**src/rtl/baud_tick_gen.sv**
```systemverilog
// baud_tick_gen: fractional-divisor baud tick generator for the UART TX/RX pair.
// Produces oversample, mid-bit and bit-boundary ticks plus a bit-rate square wave.
// The divisor is Q(INT_W.FRAC_W). Each oversample period lasts div_int cycles, plus
// one extra cycle whenever the fractional accumulator carries. The divisor can be
// reprogrammed while running and takes effect on a bit boundary.
module baud_tick_gen #(
  parameter int CLK_FRQ = 100000000,
  parameter int BAUD    = 115200,
  parameter int OSR     = 16,
  parameter int INT_W   = 16,
  parameter int FRAC_W  = 4,
  parameter int DIV_DEF = int'((64'(CLK_FRQ) << FRAC_W) / (64'(BAUD) * 64'(OSR)))
) (
  input  logic                     sys_clk,
  input  logic                     rst,
  input  logic                     en,
  input  logic                     resync,
  input  logic                     cfg_load,
  input  logic [INT_W-1:0]         cfg_div_int,
  input  logic [FRAC_W-1:0]        cfg_div_frac,
  output logic                     cfg_ack,
  output logic                     cfg_err,
  output logic                     os_tick,
  output logic                     mid_tick,
  output logic                     bit_tick,
  output logic                     baud_clk,
  output logic [$clog2(OSR)-1:0]   os_phase
);

  localparam int PH_W  = $clog2(OSR);
  localparam int CNT_W = INT_W + 1;   // one spare bit so div_int + carry never wraps
  localparam logic [INT_W+FRAC_W-1:0] DEF_Q      = (INT_W+FRAC_W)'(DIV_DEF);
  localparam logic [INT_W-1:0]        DEF_INT    = DEF_Q[INT_W+FRAC_W-1:FRAC_W];
  localparam logic [FRAC_W-1:0]       DEF_FRAC   = DEF_Q[FRAC_W-1:0];
  localparam logic [PH_W-1:0]         PH_LAST    = PH_W'(OSR - 1);
  localparam logic [PH_W-1:0]         PH_PRE_MID = PH_W'(OSR / 2 - 1);

  // Active divisor and the pending (not yet applied) divisor
  logic [INT_W-1:0]  div_int_reg;
  logic [FRAC_W-1:0] div_frac_reg;
  logic              pend_valid_reg;
  logic [INT_W-1:0]  pend_int_reg;
  logic [FRAC_W-1:0] pend_frac_reg;

  // Period generation state; period_reg holds the length of the period in progress
  logic [CNT_W-1:0]  cnt_reg;
  logic [CNT_W-1:0]  period_reg;
  logic [FRAC_W-1:0] acc_reg;
  logic [PH_W-1:0]   os_phase_reg;

  // Registered outputs
  logic cfg_ack_reg;
  logic cfg_err_reg;
  logic os_tick_reg;
  logic mid_tick_reg;
  logic bit_tick_reg;
  logic baud_clk_reg;

  logic              load_ok;
  logic              wrap;
  logic              bit_wrap;
  logic [FRAC_W:0]   acc_sum;

  // A divisor with integer part below 2 cannot form a period and is refused
  assign load_ok  = cfg_load && (cfg_div_int >= INT_W'(2));
  assign wrap     = (cnt_reg == period_reg - CNT_W'(1));
  assign bit_wrap = wrap && (os_phase_reg == PH_LAST);
  assign acc_sum  = {1'b0, acc_reg} + {1'b0, div_frac_reg};

  // Counter, phase, configuration and tick registers; rst > !en > resync > counting
  always_ff @(posedge sys_clk) begin
    if (rst) begin
      div_int_reg    <= DEF_INT;
      div_frac_reg   <= DEF_FRAC;
      pend_valid_reg <= 1'b0;
      pend_int_reg   <= '0;
      pend_frac_reg  <= '0;
      cnt_reg        <= '0;
      period_reg     <= {1'b0, DEF_INT};
      acc_reg        <= '0;
      os_phase_reg   <= '0;
      cfg_ack_reg    <= 1'b0;
      cfg_err_reg    <= 1'b0;
      os_tick_reg    <= 1'b0;
      mid_tick_reg   <= 1'b0;
      bit_tick_reg   <= 1'b0;
      baud_clk_reg   <= 1'b0;
    end else begin
      cfg_err_reg  <= cfg_load && !load_ok;
      cfg_ack_reg  <= 1'b0;
      os_tick_reg  <= 1'b0;
      mid_tick_reg <= 1'b0;
      bit_tick_reg <= 1'b0;
      if (!en) begin
        // Idle: clear the phase; a new or pending divisor is applied immediately
        cnt_reg      <= '0;
        acc_reg      <= '0;
        os_phase_reg <= '0;
        baud_clk_reg <= 1'b0;
        if (load_ok) begin
          div_int_reg    <= cfg_div_int;
          div_frac_reg   <= cfg_div_frac;
          period_reg     <= {1'b0, cfg_div_int};
          pend_valid_reg <= 1'b0;
          cfg_ack_reg    <= 1'b1;
        end else if (pend_valid_reg) begin
          div_int_reg    <= pend_int_reg;
          div_frac_reg   <= pend_frac_reg;
          period_reg     <= {1'b0, pend_int_reg};
          pend_valid_reg <= 1'b0;
          cfg_ack_reg    <= 1'b1;
        end else begin
          period_reg <= {1'b0, div_int_reg};
        end
      end else if (resync) begin
        // Phase restart: no tick this cycle, any pending divisor starts now
        cnt_reg      <= '0;
        acc_reg      <= '0;
        os_phase_reg <= '0;
        baud_clk_reg <= 1'b0;
        if (pend_valid_reg) begin
          div_int_reg  <= pend_int_reg;
          div_frac_reg <= pend_frac_reg;
          period_reg   <= {1'b0, pend_int_reg};
          cfg_ack_reg  <= 1'b1;
        end else begin
          period_reg <= {1'b0, div_int_reg};
        end
        if (load_ok) begin
          pend_int_reg   <= cfg_div_int;
          pend_frac_reg  <= cfg_div_frac;
          pend_valid_reg <= 1'b1;
        end else begin
          pend_valid_reg <= 1'b0;
        end
      end else begin
        if (wrap) begin
          cnt_reg      <= '0;
          os_phase_reg <= os_phase_reg + PH_W'(1);
          os_tick_reg  <= 1'b1;
          mid_tick_reg <= (os_phase_reg == PH_PRE_MID);
          bit_tick_reg <= (os_phase_reg == PH_LAST);
          if (os_phase_reg == PH_PRE_MID) baud_clk_reg <= 1'b1;
          if (os_phase_reg == PH_LAST)    baud_clk_reg <= 1'b0;
          if (bit_wrap && pend_valid_reg) begin
            // New divisor governs the next bit from a clean fractional phase
            div_int_reg  <= pend_int_reg;
            div_frac_reg <= pend_frac_reg;
            acc_reg      <= '0;
            period_reg   <= {1'b0, pend_int_reg};
            cfg_ack_reg  <= 1'b1;
          end else begin
            acc_reg    <= acc_sum[FRAC_W-1:0];
            period_reg <= {1'b0, div_int_reg} + CNT_W'(acc_sum[FRAC_W]);
          end
        end else begin
          cnt_reg <= cnt_reg + CNT_W'(1);
        end
        // A load coinciding with the applying boundary waits for the next one
        if (load_ok) begin
          pend_int_reg   <= cfg_div_int;
          pend_frac_reg  <= cfg_div_frac;
          pend_valid_reg <= 1'b1;
        end else if (bit_wrap && pend_valid_reg) begin
          pend_valid_reg <= 1'b0;
        end
      end
    end
  end

  assign cfg_ack  = cfg_ack_reg;
  assign cfg_err  = cfg_err_reg;
  assign os_tick  = os_tick_reg;
  assign mid_tick = mid_tick_reg;
  assign bit_tick = bit_tick_reg;
  assign baud_clk = baud_clk_reg;
  assign os_phase = os_phase_reg;

endmodule

```
**config.mk**
```make
export PLATFORM = sky130hd
export DESIGN_NAME = baud_tick_gen
export DESIGN_NICKNAME = d
export VERILOG_FILES = /design/src/rtl/baud_tick_gen.sv
export SDC_FILE = /design/constraint.sdc
export NUM_CORES = 1
export LEC_CHECK = 0
export ABC_CLOCK_PERIOD_IN_PS = 3700
export CAP_MARGIN = 20
export CORE_MARGIN = 5
export CORE_UTILIZATION = 37
export DETAILED_ROUTE_END_ITERATION = 8
export PLACE_DENSITY = 0.58
export SYNTH_ARGS = -nofsm -noshare
export SYNTH_HDL_FRONTEND = slang
export SYNTH_SLANG_ARGS = --single-unit
```
**constraint.sdc**
```tcl
create_clock -name sys_clk -period 3.7 [get_ports sys_clk]
set_input_delay 0.555 -clock sys_clk [delete_from_list [all_inputs] [get_ports sys_clk]]
set_output_delay 0.555 -clock sys_clk [all_outputs]
set_load 0.01 [all_outputs]
```
==> impl_metrics.toml, run 1 <==
[placement]
preCtsSetupSlack_ns = 0.0792
port_buffers = 34
place_hpwl_mm = 10.3
place.gp.congestion = 0.877
dpl_cell_area_sq_mm = 0.00583

[sta]
worst_pin_slew_ns = 0.867
rsz0062_at_grt = "false"
finalCriticalPeriod_ns = 3.39
finalSetupViolCount = 0
worst_slack_ns = 0.309
max_freq_mhz = 295
max-slew-margin-rel = 0.420
slew_violations = 0
finClkSkew_ns = 0.00945
setup_tns_ns = 0
finalHoldViolations = 0
fin_crit_sh = 0.917

[status]
status = "finished, final reports clean"

[synthesis]
syn_inst = 640
synth_area_sq_mm = 0.00530
ys_warn_count = 0
synth_nets = 675
synth_edf_count = 0
synth_ff_type = "dfxtp_1"
avgSynthCellArea_sq_um = 8.28
ys_async_sr_fraction = 0
yosysSeqAreaShare = 0.336
synthDistinctLibCells = 58
ys_ff_latch = 89

[clock_tree]
cts_tree = "built"
clk_latency_ns = 0.35
hold_buffers = 0
cts_setup_buffers = 0
clock-sinks = 89
cts_buffers = 9
root_buffer = "clkbuf_16"
clkTransAtPathRegs_ns = 0.06
cts_resized = 0
htree_levels = 3
cts.path.max_buffers = 2

[die]
core_sq_mm = 0.0140
initial_core_util = 0.379
io_pins = 35
rows = 43
die_height_um = 130
dieArea_sq_mm = 0.0168
die_w_um = 130

[critical_path]
r2r-end = "div_frac_reg[3]$_SDFFE_PP0P_"
start_kind = "flop"
regToRegSetupSlack_ns = 0.31
end_kind = "flop"
critPathKind = "reg2reg"
r2r_cells = 9
required_ns = 3.90
worst-path-max-fanout = 30
timing.rr.start = "period_reg[0]$_SDFFE_PP0P_"
critPathLaunch = "period_reg[0]$_SDFFE_PP0P_"
arrival_ns = 3.59

[drt]
vias_per_cell = 5.86
dr.first_iter.drc_count = 400
wl_met1_mm = 6.84
met3_length_um = 784
antenna_left = 0
routed.top_layer = "met4"
dr.pass1.iters = 5
drc_errors = 0
routedWlPerCell_um = 17.4
met2WireLength_mm = 6.77
wirelength_mm = 14.6
vias = 4915

[power_and_ir_drop]
irDropWorstVdd_uv = 201
power.leakage_nw = 2.12
p_per_area_mw_per_mm2 = 378

[min_path]
hold_depth = 2
holdPathEnd = "acc_reg[2]$_SDFFE_PP0P_"
hp-class = "reg2reg"
hp-start = "acc_reg[2]$_SDFFE_PP0P_"

[layout]
insertedDiodeCount = 0
post-route-cell-area_sq_mm = 0.00613
final_common_cell = "dfxtp_1"
drive_gt1_frac = 0.0683
num-fill-cells = 1393
final_cell_mix = "dfxtp_1, nor2_1, nand2_1"
areaGrowthSynthToFinish_pct = 15.7
num-nets-final = 689

[grt]
grt_pass1_wl_mm = 24.1
grt_overflow = 0
grt_pass1_vias = 4565
antenna_found_initial = 0
track_usage = 0.179
grt_max_degree = 54

[flow_run]
drv_cap = 0
[per-layer routing]
| metal | vias up | GRT usage |
|---|---|---|
| met5 | - | 0 |
| met4 | 0 | 0.0623 |
| met3 | 11 | 0.0268 |
| met2 | 154 | 0.286 |
| met1 | 2338 | 0.248 |
| li1 | 2412 | - |
[cell families (layout without fill, tap and decap cells)]
group	Yosys count	after routing	synth area share
buf+inv	64	83	0.0484
fa+ha+maj	10	10	0.0250
compound gates	162	162	0.212
flops	89	89	0.336
simple gates	222	222	0.214
mux	43	43	0.0819
xor+xnor	50	50	0.0826
[power by group]
part	switching, mW	internal, mW	total [mW]
combinational	0.183	0.151	0.335
clock	0.387	0.523	0.910
sequential	0.0673	1.00	1.07
[critical path, stage by stage (launching register included)]
cell and delay (ns):
dfxtp_1 0.36, inv_1 0.08, ha_1 0.24, nor4b_4 0.40, nand4_1 0.17, xnor2_1 0.16, or4_1 0.56, or4_4 0.73
o31ai_2 0.37, a311oi_1 0.15
[worst max-delay path by stage]
stage	slack (ns)	to
2_1_floorplan	0.49	div_int_reg[10]$_SDFFE_PP0P_
3_3_place_gp	0.26	div_frac_reg[1]$_SDFFE_PP0P_
3_5_place_dp	0.08	div_frac_reg[1]$_SDFFE_PP0P_
4_1_cts	0.06	div_frac_reg[3]$_SDFFE_PP0P_
5_1_grt	0.08	period_reg[13]$_SDFFE_PP0P_
6_report	0.31	div_frac_reg[3]$_SDFFE_PP0P_
[cells in the mapped netlist (21+ instances only)]
| master | number | area, sq um |
|---|---|---|
| mux2i_1 | 40 | 400 |
| nand2_1 | 43 | 161 |
| a21oi_1 | 35 | 175 |
| clkbuf_1 | 31 | 116 |
| nand3_1 | 33 | 165 |
| o21ai_0 | 34 | 170 |
| nor3_1 | 33 | 165 |
| dfxtp_1 | 89 | 1780 |
| xor2_1 | 21 | 184 |
| o31ai_1 | 23 | 173 |
| nor2_1 | 46 | 173 |
| xnor2_1 | 29 | 254 |
[stage by stage]
stage                util  power (mW)  hold WS [ns]  std cells
floorplan               -        1.30         0.436        640
global placement    0.417        1.41         0.442        823
detailed placement  0.417        1.42         0.451        823
CTS                 0.437        2.34         0.463        839
global route        0.438        2.41         0.496        839
finish              0.438        2.32         0.462        839
[cell type report]
cell class	count	area, sq um	area share
multi-input cells	487	3290	0.537
flip-flops and latches	89	1780	0.291
repair buffers	49	473	0.0771
clock buffers	11	233	0.0380
well taps	180	225	0.0367
inverters	18	67.6	0.0110
clock inverters	5	56.3	0.00918
Note: power is estimated with default switching activity, not from simulation.
==> inputs of run 2 (changes only) <==
--- a/config.mk
+++ b/config.mk
@@ -9,6 +9,7 @@
 export CAP_MARGIN = 20
 export CORE_MARGIN = 5
 export CORE_UTILIZATION = 37
+export CTS_CLUSTER_DIAMETER = 120
 export DETAILED_ROUTE_END_ITERATION = 8
 export PLACE_DENSITY = 0.58
 export SYNTH_ARGS = -nofsm -noshare
==> results of run 2 <==
Same layout as run 1: the final DEF is identical, and so are final timing and power.
==> inputs of run 3 (changes only) <==
--- a/config.mk
+++ b/config.mk
@@ -10,8 +10,10 @@
 export CORE_MARGIN = 5
 export CORE_UTILIZATION = 37
 export CTS_CLUSTER_DIAMETER = 120
+export CTS_CLUSTER_SIZE = 24
 export DETAILED_ROUTE_END_ITERATION = 8
 export PLACE_DENSITY = 0.58
+export SLEW_MARGIN = 0
 export SYNTH_ARGS = -nofsm -noshare
 export SYNTH_HDL_FRONTEND = slang
 export SYNTH_SLANG_ARGS = --single-unit
==> results of run 3 <==
Same layout as run 1: the final DEF is identical, and so are final timing and power.
